**config.mk**
```make
export PLATFORM = sky130hd
export DESIGN_NAME = pipe_regfile_sb
export DESIGN_NICKNAME = d
export VERILOG_FILES = /design/src/rtl/pipe_regfile_sb.sv
export SDC_FILE = /design/constraint.sdc
export NUM_CORES = 2
export LEC_CHECK = 0
export BUFFER_PORTS_ARGS = -buffer_cell sky130_fd_sc_hd__buf_2
export CAP_MARGIN = 10
export CORE_MARGIN = 5
export CORE_UTILIZATION = 42
export DETAILED_ROUTE_END_ITERATION = 8
export GPL_TIMING_DRIVEN = 0
export SYNTH_ARGS = -nofsm -noshare
export SYNTH_HDL_FRONTEND = slang
export SYNTH_SLANG_ARGS = --single-unit
```
**constraint.sdc**
```tcl
create_clock -name clk -period 86.3 [get_ports clk]
set_input_delay 8.63 -clock clk [delete_from_list [all_inputs] [get_ports clk]]
set_output_delay 8.63 -clock clk [all_outputs]
set_load 0.02 [all_outputs]
```
**src/rtl/pipe_regfile_sb.sv**
```systemverilog
// pipe_regfile_sb: multi-read-port register file with an integrated
// busy-bit scoreboard. Tracks registers that have an issued producer not yet
// written back, reports per-port busy flags, and keeps a live count of busy
// registers.
// Optional feature macro: RF_BYPASS_EN -- when defined, a read port addressing
// the register being written this cycle returns wdata combinationally.
module pipe_regfile_sb #(
  parameter int DATA_W   = 32,
  parameter int ADDR_W   = 5,
  parameter int NUM_RD   = 2,
  parameter int ZERO_REG = 1
) (
  input  logic                     clk,
  input  logic                     rst,
  input  logic [NUM_RD*ADDR_W-1:0] raddr,
  output logic [NUM_RD*DATA_W-1:0] rdata,
  output logic [NUM_RD-1:0]        rbusy,
  input  logic                     wen,
  input  logic [ADDR_W-1:0]        waddr,
  input  logic [DATA_W-1:0]        wdata,
  input  logic                     iss_en,
  input  logic [ADDR_W-1:0]        iss_addr,
  output logic [ADDR_W:0]          busy_cnt
);

  localparam int DEPTH = 1 << ADDR_W;

  logic [DATA_W-1:0] r_mem [DEPTH];
  logic [DEPTH-1:0]  r_busy;
  logic [ADDR_W:0]   r_busy_cnt;

  logic w_wr_ok;
  logic w_iss_ok;
  logic w_cnt_inc;
  logic w_cnt_dec;

  // Register 0 is hardwired when ZERO_REG is set, so writes and issues to it
  // are dropped before they can touch state.
  assign w_wr_ok  = wen    && !((ZERO_REG != 0) && (waddr    == '0));
  assign w_iss_ok = iss_en && !((ZERO_REG != 0) && (iss_addr == '0));

  // Counter deltas mirror the busy-bit transitions exactly. A same-address
  // write+issue never decrements, since the issue keeps (or makes) it busy.
  assign w_cnt_inc = w_iss_ok && !r_busy[iss_addr];
  assign w_cnt_dec = w_wr_ok && r_busy[waddr] &&
                     !(w_iss_ok && (iss_addr == waddr));

  // Architectural register storage, cleared on reset.
  always_ff @(posedge clk or posedge rst) begin
    if (rst) begin
      for (int i = 0; i < DEPTH; i++) begin
        r_mem[i] <= '0;
      end
    end else if (w_wr_ok) begin
      r_mem[waddr] <= wdata;
    end
  end

  // Busy bits: writeback clears, issue sets; issue is applied last so a newer
  // producer wins on a same-address collision.
  always_ff @(posedge clk or posedge rst) begin
    if (rst) begin
      r_busy <= '0;
    end else begin
      if (w_wr_ok) begin
        r_busy[waddr] <= 1'b0;
      end
      if (w_iss_ok) begin
        r_busy[iss_addr] <= 1'b1;
      end
    end
  end

  // Population count of busy bits, tracked incrementally.
  always_ff @(posedge clk or posedge rst) begin
    if (rst) begin
      r_busy_cnt <= '0;
    end else begin
      r_busy_cnt <= r_busy_cnt + {{ADDR_W{1'b0}}, w_cnt_inc}
                                - {{ADDR_W{1'b0}}, w_cnt_dec};
    end
  end

  assign busy_cnt = r_busy_cnt;

  // Independent combinational read ports; aliasing between ports is allowed.
  for (genvar g = 0; g < NUM_RD; g++) begin : g_rd
    logic [ADDR_W-1:0] w_ra;
    logic              w_zero;
    logic              w_byp;
    logic [DATA_W-1:0] w_rd;
    logic              w_rb;

    assign w_ra   = raddr[g*ADDR_W +: ADDR_W];
    assign w_zero = (ZERO_REG != 0) && (w_ra == '0);
`ifdef RF_BYPASS_EN
    assign w_byp  = w_wr_ok && (w_ra == waddr);
`else
    assign w_byp  = 1'b0;
`endif

    // Bypassed reads see the writeback as completed; only a same-cycle issue
    // to the same register keeps the port busy.
    assign w_rd = w_zero ? '0 :
                  w_byp  ? wdata :
                           r_mem[w_ra];
    assign w_rb = w_zero ? 1'b0 :
                  w_byp  ? (w_iss_ok && (iss_addr == w_ra)) :
                           r_busy[w_ra];

    assign rdata[g*DATA_W +: DATA_W] = w_rd;
    assign rbusy[g]                  = w_rb;
  end

endmodule

```
; ---- Word level (Yosys, flattened, before mapping)
; Index checks and enable logic that the tools add are counted.
[word_totals]
inputBits = 56
output_inout_bits = 72
word_cells = 97
register_bits = 1062
[op_classes]
mux = 27
add_sub_neg = 2
bitwise_logic = 6
n_eq_ne = 1
n_reduce_logical = 17
magnitude_cmp = 10
[ops]
columns = cell, n
row1 = bitwise mux 1024 bit, 1
row2 = binary-select mux 32 bit (select 5 bit), 2
row3 = two-way mux 32 bit, 9
row4 = demux 32 bit (select 5 bit), 1
row5 = bitwise AND 32 bit, 1
row6 = inverter 32 bit, 1
row7 = OR 32 bit, 1
row8 = < comparator 5 x 6 -> 1 bit (second input constant), 4
row9 = binary-select mux 1 bit (select 5 bit), 4
row10 = logical NOT 5 bit, 4
row11 = greater-or-equal comparator 6 bit (second input constant), 3
row12 = inverter 5 -> 6 bit, 3
row13 = demux 1 bit (select 5 bit), 2
row14 = greater-or-equal comparator 5 x 1 -> 1 bit (second input constant), 2
row15 = logical AND 1 bit, 9
row16 = two-way mux 1 bit, 8
row17 = adder 6 x 1 -> 6 bit, 1
row18 = < comparator 6 x 1 -> 1 bit (second input constant), 1
row19 = subtractor 6 x 1 -> 6 bit, 1
row20 = == test 5 bit, 1
row21 = logical NOT 1 bit, 4

; ---- Depth between registers and ports, before layout
[depth]
depth_word = 9
ltp_mapped = 15
ltp_nobuf = 13

; ---- Worst setup path after synthesis
; Ideal clock, no wire load.
[synth_timing]
path_type = input port to output port
from = in raddr[5]
to = out rdata[61]
required_ns = 77.670
n_path_buf = 6
t_arrival_ns = 10.443
stages = 10
path_slack_ns = 67.227
path_cell_list = clkbuf_2 -> buf_4 -> buf_6 -> buf_4 -> buf_4 -> nor3_1 -> nand2_1 -> buf_2 -> o221ai_1 -> a221oi_1
[synth_via]
elab_chain_len = 5
elab_cells_between_ends = 6
classes_between = mux: 4 / bitwise: 1 / reduce/logical: 1
[synth_lines]
columns = element, line
row1 = "start, declared", 15  ; input logic [NUM_RD*ADDR_W-1:0] raddr,
row2 = inverter 5 -> 6 bit (implied by the code), 106  ; r_mem[w_ra];
row3 = binary-select mux 32 bit (select 5 bit), 106
row4 = two-way mux 32 bit (implied by the code) (2 in a row), 106
row5 = two-way mux 32 bit (*), 104  ; assign w_rd = w_zero ? '0 :
row6 = "end, declared", 16  ; output logic [NUM_RD*DATA_W-1:0] rdata,
; Mark *: on every way between the ends. The rest lies on a longest branch, timed or not. The select of a mux whose other input is x is not followed.

; ---- Worst setup path after layout
[layout_timing]
from = in raddr[1]
to = out rdata[29]
; The elaborated chain is that of the path after synthesis.

==> impl_metrics.tcl <==
set metrics [dict create \
    outcome "finished, violations left" \
    violations "max-capacitance violations, max-slew violations" \
    post_drt_via_cell_ratio 6.78 \
    number_of_design_rule_violations_left_by_the_first_detailed_router_iteration 5020 \
    most_frequent_standard_cell_in_the_layout_excluding_fill_and_tap_cells "dfrtp_1" \
    final.setup.worst_slack_ns 64.84 \
    yosys_most_used_dff "dfrtp_1" \
    synth_enable_flop_cells 0 \
    r2r-end "busy_cnt[4]" \
    ir_worst_vdd_mv 0.0185 \
    crit_type "in2out" \
    worst-slew-pin-transition_ns 1.59 \
    drt-wirelength-per-cell_um 40.0 \
    slowest_stage_cell_on_the_critical_path "a221oi_1" \
    fin_worst_skew_ns 0.0132 \
    fmax_mhz 46.6 \
    worst-endpoint-required_ns 77.67 \
    layout_worst_path_cycle_share_pct 24.9 \
    highest-signal-layer "met5" \
    post_cts.repair.setup_buffers 0 \
    placeableCoreArea_um2 134000 \
    yosys_register_bits 1062 \
    drive_above_1_share_pct 54.9 \
    avgSynthCellArea_um2 16.0 \
    io_count 128 \
    crit_path_cell_chain "buf_2 > buf_4 > buf_2 > buf_1 > mux4_2 > o221ai_1 > a221oi_1 > buf_2" \
    io_buffer_count 117 \
    critPathMostFrequentCell "buf_2" \
    detailed_route_wirelength_on_metal2_um 100000 \
    worstRegToRegCells 13 \
    clockRootBuffer "clkbuf_16" \
    dieWidth_um 377 \
    final_max_slew_viol_count 23 \
    cts_max_path_buffers 3 \
    ys.warnings.count 0 \
    cellPowerDensity_nw_per_um2 24.1 \
    detail_route.first_pass.iterations 5 \
    max-cap-violations 2 \
    endpoint_kind "primary output" \
    antenna_violations_before_repair 12 \
    p_int_mw 1.09 \
    p_seq_share_pct 43.2 \
    fp.dieArea_um2 142000 \
    antenna_left 0 \
    netSwitchingFraction_pct 29.3 \
    number_of_filler_cells_placed_in_the_layout 11700 \
    groute.usage.overall_pct 31.9 \
    globalRouteOverflowTotal 0 \
    clk_pin_slew_ns 0.06 \
    timing.hold.worst.start "r_mem[1020]" \
    place_congestion 0.943 \
    number_of_global_route_vias_before_repair 38500 \
    power.static_leakage_nw 27.5 \
    crit_path_max_fanout 10 \
    clock_sinks 1062 \
    min_period_ns 21.46 \
    final.setup.tns_ns 0 \
    finalSetupViolations 0 \
    post_synth_instance_area_um2 56700 \
    worst_skew_pair.late_latency_ns 0.75 \
    power_switching_mw 0.451 \
    detailroute.via_count 38500 \
    fp.dieH_um 377 \
    syn_nets 3610 \
    critical_path.startpoint "raddr[1]" \
    clock_power_share_pct 34.0 \
    combPwrFrac_pct 22.7 \
    commonest_cells_after_routing_fill_and_taps_aside "dfrtp_1, mux2_2, mux4_2, buf_2, clkbuf_1" \
    filler_free_cell_count_of_the_finished_design 5682 \
    cts_hold_repair.buffers 0 \
    critPathCapture "rdata[29]" \
    maximum_number_of_pins_on_one_net_before_global_route_repair 121 \
    detail_route.wirelength.met1_um 87100 \
    ctsHtreeMaxLevel 3 \
    timing.hold.ws_ns 0.476 \
    layout-area-overhead-vs-synth_pct 12.9 \
    layout.nets 3868 \
    critical_path.max_stage_delay_ns 1.23 \
    timing.critical_path.arrival_ns 12.83 \
    post_synth_num_cell_types 48 \
    synthArstFlopShare_pct 100 \
    worstReg2RegStart "r_busy[3]" \
    cts_resized 0 \
    ys_seq_area_share_pct 46.9 \
    relSlewSlack_pct -5.72 \
    syn_inst 3547 \
    routed_wl_um 227000 \
    std_cell_rows 134 \
    reg2reg_slack_ns 83.15 \
    rsz_0062_raised_after_global_routing "false" \
    worstHoldPathType "reg2reg" \
    met3_routed_wl_um 24300 \
    remaining_drc_errors 0 \
    dp.final_hpwl_um 153000 \
    setup.worst_path.start_class "primary input" \
    grt_first_pass_wirelength_um 314000 \
    initial_core_util_pct 42.4 \
    cts_buffers 117 \
    report.power.total_mw 1.54 \
    place.detailed.instances 5453 \
    report.final.hold_viol_count 0 \
    cts_tree "yes" \
    placement.setup.worst_slack_ns 65.30 \
]
-- how the worst min path moves through the flow --
stage / endpoint / slack (ns) / depth (start not counted)
floorplan: r_mem[1000] / 0.44 / 1
global placement: r_mem[1017] / 0.45 / 1
detailed placement: r_mem[1014] / 0.47 / 1
CTS: r_mem[1018] / 0.48 / 1
global route: r_mem[1000] / 0.50 / 1
finish: r_mem[1020] / 0.48 / 1
-- stage by stage --
step / instance area (um2) / util, %
after floorplan: 56700 / -
after global placement: 59500 / 44.5
after detailed placement: 60000 / 44.8
after CTS: 63900 / 47.8
after global routing: 63900 / 47.8
final: 64000 / 47.8
-- worst max-delay path: cells and delay by family --
family / cells / cell delay, ns
AO/OA/AOI/OAI: 2 / 1.35
buffers and inverters: 5 / 2.36
multiplexers: 1 / 0.43
-- logic make-up (layout without fill, tap and decap cells) --
family / Yosys count / after routing / share of synthesized area, %
AOI/OAI and AO/OA: 198 / 198 / 2.79
xor gates and xnor gates: 9 / 9 / 0.139
adders and majority gates: 7 / 7 / 0.168
buffers and inverters: 495 / 851 / 3.97
DFF: 1062 / 1062 / 46.9
muxes: 1673 / 1673 / 45.1
other: 0 / 11 / 0
and+or+nand+nor: 103 / 103 / 0.947
-- state kept, by name, indices dropped and copies added (netlist names) --
signal	cells
r_mem	1024
busy_cnt	6
r_busy	32
-- layout make-up --
type	count	area, um2	area share (%)
antenna	11	27.5	0.0430
timing repair buffer	139	1090	1.71
tap	1768	2210	3.46
clock buffer	169	3400	5.32
clock inverter	48	543	0.849
sequential	1062	26600	41.5
multi-input combinational	1990	27900	43.5
inverter	78	300	0.469
buffer	417	1960	3.07
-- per-layer routing --
| metal | up-vias | global-route usage, % |
|---|---|---|
| li1 | 14500 | - |
| met3 | 614 | 9.40 |
| met4 | 4 | 18.2 |
| met5 | - | 0.168 |
| met1 | 21100 | 42.0 |
| met2 | 2390 | 47.4 |
-- cell usage after synthesis (all sizes together), types with 4 or more instances --
master     n  share of area (%)
xor2       4              0.062
dfrtp   1062                 47
inv       78               0.52
mux2i     74                1.3
nor3       5              0.044
a32o       4              0.071
a22o      10               0.15
nor2b      6              0.066
clkbuf   194                1.3
buf      223                2.2
nand3      7              0.062
o221ai    66                1.0
mux2     994                 20
mux4     605                 24
ha         6               0.13
nand2b     5              0.055
nand2     30               0.20
nand3b     5              0.066
and3       4              0.044
a21oi      5              0.044
o21ai     32               0.28
xnor2      5              0.077
a221oi    66                1.0
nor2      24               0.16
-- power groups by stage --
stage / logic, mW / registers [mW] / clock network, mW
final: 0.350 / 0.666 / 0.524
after global routing: 0.368 / 0.676 / 0.548
after CTS: 0.347 / 0.662 / 0.527
after detailed placement: 0.346 / 0.670 / 0
after global placement: 0.339 / 0.667 / 0
after floorplan: 0.254 / 0.650 / 0
Note: power is estimated with default switching activity, not from simulation.
